==> src/rtl/bias_stream_ctrl.sv <==
// rtl/bias_stream_ctrl.sv - bias ROM sequencer streaming MEM_SIZE words x REPEAT passes into an ap_fifo
//
// Ports:
//   ap_clk, ap_rst        clock (rising edge), synchronous active-high reset
//   ap_start              start request, only looked at while idle
//   ap_done, ap_idle      one-cycle completion pulse, idle level
//   bias_V_address0/ce0   ROM address and read enable
//   bias_V_q0             ROM data, valid the cycle after ce0
//   output_V_din/write    stream data and write strobe
//   output_V_full_n       downstream has room
//
// Optional macro BIAS_STREAM_CTRL_CONTINUOUS_EN: when defined, REPEAT=0 streams
// forever (no ap_done, only ap_rst stops it). When undefined, REPEAT=0 acts as 1.
module bias_stream_ctrl #(
    parameter int MEM_SIZE   = 32,
    parameter int DATA_WIDTH = 16,
    parameter int REPEAT     = 1,
    parameter int ADDR_W     = $clog2(MEM_SIZE)
) (
    input  logic                  ap_clk,
    input  logic                  ap_rst,
    input  logic                  ap_start,
    output logic                  ap_done,
    output logic                  ap_idle,
    output logic [ADDR_W-1:0]     bias_V_address0,
    output logic                  bias_V_ce0,
    input  logic [DATA_WIDTH-1:0] bias_V_q0,
    output logic [DATA_WIDTH-1:0] output_V_din,
    input  logic                  output_V_full_n,
    output logic                  output_V_write
);

    typedef enum logic [1:0] {S_IDLE, S_RUN, S_DRAIN, S_DONE} state_t;

`ifdef BIAS_STREAM_CTRL_CONTINUOUS_EN
    localparam bit CONTINUOUS = (REPEAT == 0);
`else
    localparam bit CONTINUOUS = 1'b0;
`endif
    localparam int              REPEAT_EFF = (REPEAT == 0) ? 1 : REPEAT;
    localparam logic [31:0]     TOTAL      = 32'(MEM_SIZE * REPEAT_EFF);
    localparam logic [ADDR_W-1:0] LAST_ADDR = ADDR_W'(MEM_SIZE - 1);

    state_t                state_q;
    logic [ADDR_W-1:0]     addr_q;
    logic [15:0]           pass_q;
    logic [31:0]           issued_q;
    logic [31:0]           written_q;
    logic                  inflight_q;
    logic [DATA_WIDTH-1:0] buf_q [2];
    logic                  wr_ptr_q;
    logic                  rd_ptr_q;
    logic [1:0]            count_q;

    logic       push;
    logic       pop;
    logic       issue;
    logic [1:0] count_d;
    logic [2:0] occ_proj;

    always_comb begin
        push     = inflight_q;
        pop      = (count_q != 2'd0) && output_V_full_n;
        count_d  = count_q + {1'b0, push} - {1'b0, pop};
        // Room must cover the word already in flight; a pop this cycle frees a slot,
        // which is what keeps one read per cycle going while the consumer keeps up.
        occ_proj = {1'b0, count_q} + {2'b00, inflight_q} - {2'b00, pop};
        issue    = (state_q == S_RUN) && (CONTINUOUS || (issued_q < TOTAL))
                   && (occ_proj < 3'd2);
    end

    assign bias_V_ce0      = issue;
    assign bias_V_address0 = addr_q;
    assign output_V_write  = pop;
    assign output_V_din    = buf_q[rd_ptr_q];
    assign ap_idle         = (state_q == S_IDLE);
    assign ap_done         = (state_q == S_DONE);

    always_ff @(posedge ap_clk) begin
        if (ap_rst) begin
            state_q    <= S_IDLE;
            addr_q     <= '0;
            pass_q     <= '0;
            issued_q   <= '0;
            written_q  <= '0;
            inflight_q <= 1'b0;
            buf_q[0]   <= '0;
            buf_q[1]   <= '0;
            wr_ptr_q   <= 1'b0;
            rd_ptr_q   <= 1'b0;
            count_q    <= '0;
        end else begin
            inflight_q <= issue;
            count_q    <= count_d;
            if (push) begin
                buf_q[wr_ptr_q] <= bias_V_q0;
                wr_ptr_q        <= ~wr_ptr_q;
            end
            if (pop) begin
                rd_ptr_q  <= ~rd_ptr_q;
                written_q <= written_q + 32'd1;
            end
            if (issue) begin
                issued_q <= issued_q + 32'd1;
                if (addr_q == LAST_ADDR) begin
                    addr_q <= '0;
                    pass_q <= pass_q + 16'd1;
                end else begin
                    addr_q <= addr_q + 1'b1;
                end
            end

            case (state_q)
                S_IDLE: begin
                    if (ap_start) begin
                        state_q   <= S_RUN;
                        addr_q    <= '0;
                        pass_q    <= '0;
                        issued_q  <= '0;
                        written_q <= '0;
                    end
                end
                S_RUN: begin
                    if (!CONTINUOUS && issue && (issued_q + 32'd1 == TOTAL))
                        state_q <= S_DRAIN;
                end
                S_DRAIN: begin
                    // Leave on the edge of the final write so ap_done follows it directly.
                    if (pop && (written_q + 32'd1 == TOTAL))
                        state_q <= S_DONE;
                end
                default: state_q <= S_IDLE;
            endcase
        end
    end

endmodule
==> config.mk <==
export PLATFORM = sky130hd
export DESIGN_NAME = bias_stream_ctrl
export DESIGN_NICKNAME = d
export VERILOG_FILES = /design/src/rtl/bias_stream_ctrl.sv
export SDC_FILE = /design/constraint.sdc
export NUM_CORES = 1
export LEC_CHECK = 0
export BUFFER_PORTS_ARGS = -buffer_cell sky130_fd_sc_hd__buf_2
export CORE_MARGIN = 2
export CORE_UTILIZATION = 64
export DETAILED_ROUTE_END_ITERATION = 8
export GPL_TIMING_DRIVEN = 0
export PLACE_DENSITY = 0.85
export SLEW_MARGIN = 0
export SYNTH_ARGS = -nofsm -noshare
export SYNTH_HDL_FRONTEND = slang
export SYNTH_SLANG_ARGS = --single-unit
==> constraint.sdc <==
create_clock -name ap_clk -period 6.5 [get_ports ap_clk]
set_input_delay 1.3 -clock ap_clk [delete_from_list [all_inputs] [get_ports ap_clk]]
set_output_delay 1.3 -clock ap_clk [all_outputs]
set_load 0.02 [all_outputs]
==> impl_metrics.toml, run 1 <==
[finish]
fill_cells = 538
final_common_cell = "dfxtp_1"
areaGrowthSynthToFinish_pct = 10.9
diodes = 0
finalInstanceArea_um2 = 5680
final_cell_mix = "dfxtp_1 (77), nor2_1 (51), buf_2 (46), and2_1 (41), nand2_1 (35)"
num-nets-final = 608
layout-drive-gt1-share_pct = 16.4

[clock_tree]
clockBufferDepth = 2
cts_buffers = 9
insertion_delay_ps = 380
cts.sinks = 109
post_cts_buffers = 0
htree_levels = 3
clk_pin_slew_ps = 110
cts_hold_buffers = 0
cts-resized-gates = 0
cts-root-buf = "clkbuf_8"
cts_tree = "built"

[yosys]
synthFlopType = "dfxtp_1"
synth_nets = 553
yosysSeqAreaShare_pct = 48.8
synth_top_area_share_pct = 30.1
synth_top_area_cell = "dfxtp_1"
synth_cell_types = 59
ys_ff_latch = 109
synth-edff-count = 32
synthCells = 521
yosysWarningCount = 0
synth_area_per_cell_um2 = 9.83
async_flop_share_pct = 0
synth.area.top_cells = "dfxtp_1 (30%), edfxtp_1 (19%), and2_1 (5.0%)"
syn_area_um2 = 5120

[detailed_routing]
wire_per_inst_um = 15.6
viasPerCell = 5.88
ant_nets = 0
first_pass_iters = 5
drtIter0Drc = 277
finalWirelength_um = 10700
vias = 4018
drc = 0

[critical_path]
cpPeakStageDelay_ps = 540
cp_max_fo = 11
cp-end-kind = "output pin"
critPathArrivalTime_ps = 4670
startpoint_type = "input port"
critPathKind = "input port to output pin"
cpMaxStageDelayCell = "nor4_1"
cp_cell_sequence = "buf_2 > o21ai_1 > inv_1 > clkbuf_1 > ha_1 > inv_1 > ha_1 > fa_1 > nor4b_1 > nand4_1 > nor4_1 > buf_2"
cp.required_ps = 5200

[global_routing]
grt_pass1_vias = 3877
grt_use_total_pct = 25.7
grt_first_pass_wirelength_um = 17700
grt_max_degree = 21
grt_overflow = 0
antenna_found_initial = 0

[sta]
slew-limit-headroom_pct = 38.3
fmax_ghz = 0.168
period_share_pct = 91.8
slew_violations = 0
worstMarginPinSlew_ps = 918
skew_ps = 13.5
report.final.setup_viol = 0
hold_viol_final = 0
period_needed_ps = 5970
rsz0062_at_grt = "false"
setup_tns_ps = 0

[flow_run]
cap_viol_max_count = 0

[pwr]
peakVddDrop_mv = 0.242
p_leak_nw = 2.16
power_density_nw_per_um2 = 296

[floorplanning]
io_pins = 45
chipWidth_um = 93.5
coreArea_um2 = 7730
start_util_pct = 66.3
die_h_um = 93.5
rows = 32
die_area_um2 = 8740

[placement]
place.gp.congestion = 0.913
io_buffers = 44
dpl.hpwl_um = 7440
placed_area_um2 = 5470

[hold_path]
hold_class = "register to register"

[outcome]
status = "complete, no violations"
==> cell type report <==
type	count	area, um^2	area share [%]
flip-flops and latches	109	2500	44.0
multi-input cells	373	2460	43.4
repair buffers	44	220	3.87
clock buffers	10	149	2.62
well taps	102	128	2.25
plain buffers	26	108	1.89
clock inverters	6	62.6	1.10
inverters	13	48.8	0.859
==> cells in the mapped netlist, types with 3 or more instances <==
master     n
nor3b_1    3
nor4_1    12
or3_1      8
nand2_1   35
nor2b_1    5
xor2_1    14
mux2i_1    4
or2_2      3
a21oi_1   16
nand3_1   14
nor2_1    51
nand4_1   14
clkbuf_1  22
o211ai_1   3
nand2b_1   3
a31oi_1    3
and3_1    26
edfxtp_1  32
mux2_2    16
and2_1    41
nor3_1    18
inv_1     13
dfxtp_1   77
ha_1      11
xnor2_1   27
o21ai_0    7
==> critical path: cells and delay by family <==
family	cells	cell delay, ps
AND/OR/NAND/NOR	3	980
adder cells (fa/ha/maj)	3	1050
AO/OA/AOI/OAI	1	390
buffers and inverters	5	940
==> layer usage <==
metal  wire length, um  share of wire [%]  track usage (%)  vias to the layer above
li1                  -                  -                -                     1939
met1              4470                 42             32.0                     1905
met2              5320                 50             43.7                      147
met3               632                5.9             4.75                       27
met4               263                2.5             10.9                        0
met5                 0                  0                0                        -
==> kinds of logic after synthesis <==
| family | Yosys count | share of synthesized area, % |
|---|---|---|
| and+or+nand+nor | 253 | 27.6 |
| DFF | 109 | 48.8 |
| AOI/OAI and AO/OA | 46 | 5.89 |
| xor gates and xnor gates | 41 | 7.01 |
| buffers and inverters | 39 | 3.05 |
| muxes | 21 | 4.52 |
| adders and majority gates | 12 | 3.08 |
==> power breakdown <==
group	switching, mW	leakage (nW)	internal (mW)	total [mW]
sequential	0.0328	0.953	0.757	0.789
combinational	0.298	1.10	0.170	0.467
clock	0.250	0.109	0.174	0.423
total	0.580	2.16	1.10	1.68
==> per-stage QoR <==
stage / hold WS, ps / setup slack [ps] / utilization [%] / instances / total power, mW
after global routing: 491 / 241 / 73.5 / 683 / 1.77
final: 474 / 530 / 73.5 / 683 / 1.68
after global placement: 443 / 596 / 70.8 / 667 / 1.25
after detailed placement: 446 / 612 / 70.8 / 667 / 1.27
after floorplan: 430 / 1140 / - / 521 / 1.13
after CTS: 478 / 599 / 73.5 / 683 / 1.69
==> flip-flops by register name, indices dropped and copies added (netlist names), named ones only <==
name	count
written_q	32
bias_V_address0	5
state_q	2
count_q	2
rd_ptr_q	1
inflight_q	1
issued_q	32
buf_q	32
wr_ptr_q	1
==> final timing paths <==
path / from / to / slack (ps) / depth (start not counted)
max: output_V_full_n / bias_V_ce0 / 530 / 12
min: issued_q[18] / issued_q[18] / 470 / 1
max reg2reg: count_q[1] / state_q[0] / 1900 / 13
min reg2reg: issued_q[18] / issued_q[18] / 470 / 1
Note: power is estimated with default switching activity, not from simulation.
==> run 2: changes to the inputs <==
--- a/config.mk
+++ b/config.mk
@@ -7,10 +7,10 @@
 export LEC_CHECK = 0
 export BUFFER_PORTS_ARGS = -buffer_cell sky130_fd_sc_hd__buf_2
 export CORE_MARGIN = 2
-export CORE_UTILIZATION = 64
+export CORE_UTILIZATION = 39
+export CTS_BUF_LIST = sky130_fd_sc_hd__clkbuf_4
 export DETAILED_ROUTE_END_ITERATION = 8
 export GPL_TIMING_DRIVEN = 0
-export PLACE_DENSITY = 0.85
 export SLEW_MARGIN = 0
 export SYNTH_ARGS = -nofsm -noshare
 export SYNTH_HDL_FRONTEND = slang
==> impl_metrics.toml, run 2 (synthesis gave the netlist of run 1 again) <==
[clock_tree]
cts_hold_buffers = 0
clk_pin_slew_ps = 160
cts-resized-gates = 0
cts.sinks = 109
insertion_delay_ps = 490
htree_levels = 3
clockBufferDepth = 2
cts_buffers = 9
post_cts_buffers = 0
cts_tree = "built"
cts-root-buf = "clkbuf_4"

[global_routing]
grt_max_degree = 19
antenna_found_initial = 1
grt_pass1_vias = 3732
grt_overflow = 0
grt_first_pass_wirelength_um = 18000
grt_use_total_pct = 15.7

[critical_path]
cpMaxStageDelayCell = "nor4_1"
critPathArrivalTime_ps = 4810
crit_family = "simple AND/OR/NAND/NOR gates"
cp-end-kind = "output pin"
cp_max_fo = 11
r2r_start = "count_q[1]"
reg2reg_depth = 13
rr_endpoint = "state_q[0]"
critPathKind = "input port to output pin"
cpPeakStageDelay_ps = 520
cp_num_cells = 12
cp_cell_sequence = "buf_2 > o21ai_1 > inv_1 > clkbuf_1 > ha_1 > inv_1 > ha_1 > fa_1 > nor4b_1 > nand4_1 > nor4_1 > buf_2"
cp.required_ps = 5200
cp_num_buf_inv = 5
startpoint_type = "input port"
rrSetupSlack_ps = 1790

[detailed_routing]
first_pass_iters = 4
drc = 0
wire_per_inst_um = 14.0
finalWirelength_um = 10500
drtIter0Drc = 156
vias = 3891
ant_nets = 0
viasPerCell = 5.16

[floorplanning]
chipWidth_um = 119
die_h_um = 119
die_area_um2 = 14100
start_util_pct = 40.3
rows = 41
coreArea_um2 = 12700
io_pins = 45

[pwr]
power_density_nw_per_um2 = 277
p_leak_nw = 2.12
peakVddDrop_mv = 0.132
fin_total_pwr_mw = 1.57

[placement]
placed_area_um2 = 5560
dpl.hpwl_um = 7460
dp.cells = 737
place.gp.congestion = 0.910
post-place-ws_ps = 382
io_buffers = 44

[finish]
final_cell_mix = "dfxtp_1 (77), nor2_1 (51), buf_2 (46), and2_1 (41), nand2_1 (35)"
fin_cells = 754
areaGrowthSynthToFinish_pct = 10.8
final_util_pct = 44.6
num-nets-final = 608
layout-drive-gt1-share_pct = 16.2
final_common_cell = "dfxtp_1"
finalInstanceArea_um2 = 5680
top_regs = "buf_q x32, issued_q x32, written_q x32"

[outcome]
status = "complete, no violations"

[hold_path]
worstHoldStart = "issued_q[22]"
hold_class = "register to register"
min_delay_path_depth = 1
hold_end = "issued_q[22]"

[sta]
rsz0062_at_grt = "false"
slew_violations = 0
period_share_pct = 93.9
setup_tns_ps = 0
finalWorstSetupSlack_ps = 394
slew-limit-headroom_pct = 38.0
hold_ws_ps = 485
worstMarginPinSlew_ps = 923
hold_viol_final = 0
period_needed_ps = 6110
skew_ps = 18.3
fmax_ghz = 0.164
report.final.setup_viol = 0

[flow_run]
cap_viol_max_count = 0
## run 2: cell types whose count changed in the layout (fill, tap and decap cells not counted), moves of 2 or more
cell      before  now
clkbuf_4       0   10
clkbuf_8       9    0
inv_6          1    3
inv_8          2    0
## run 2: worst max-delay path by stage
stage | startpoint | to | slack [ps]
floorplan | output_V_full_n | bias_V_ce0 | 1140
global placement | output_V_full_n | bias_V_ce0 | 380
detailed placement | output_V_full_n | bias_V_ce0 | 380
CTS | output_V_full_n | bias_V_ce0 | 350
global route | output_V_full_n | bias_V_ce0 | 9
finish | output_V_full_n | bias_V_ce0 | 390
## run 2: where the power goes
group	internal [mW]	total (mW)	leakage, nW	switching (mW)
Combinational	0.170	0.466	1.10	0.297
Sequential	0.757	0.788	0.953	0.0308
Clock	0.0854	0.317	0.0652	0.231
Total	1.01	1.57	2.12	0.559
## run 2: routing by layer
layer	track usage, %	wire length [um]	share of wire (%)
met1	21.1	4970	47
met2	24.5	4810	46
met3	3.09	534	5.1
met4	7.07	223	2.1
met5	0	0	0
## run 2: cell type report
class	count	area [um^2]
clock inverter	6	42.5
fill	1297	7040
clock buffer	10	75.1
tap	172	215
inverter	13	48.8
buffer	26	108
multi-input combinational	373	2460
antenna	1	2.50
sequential	109	2500
timing repair buffer	44	220
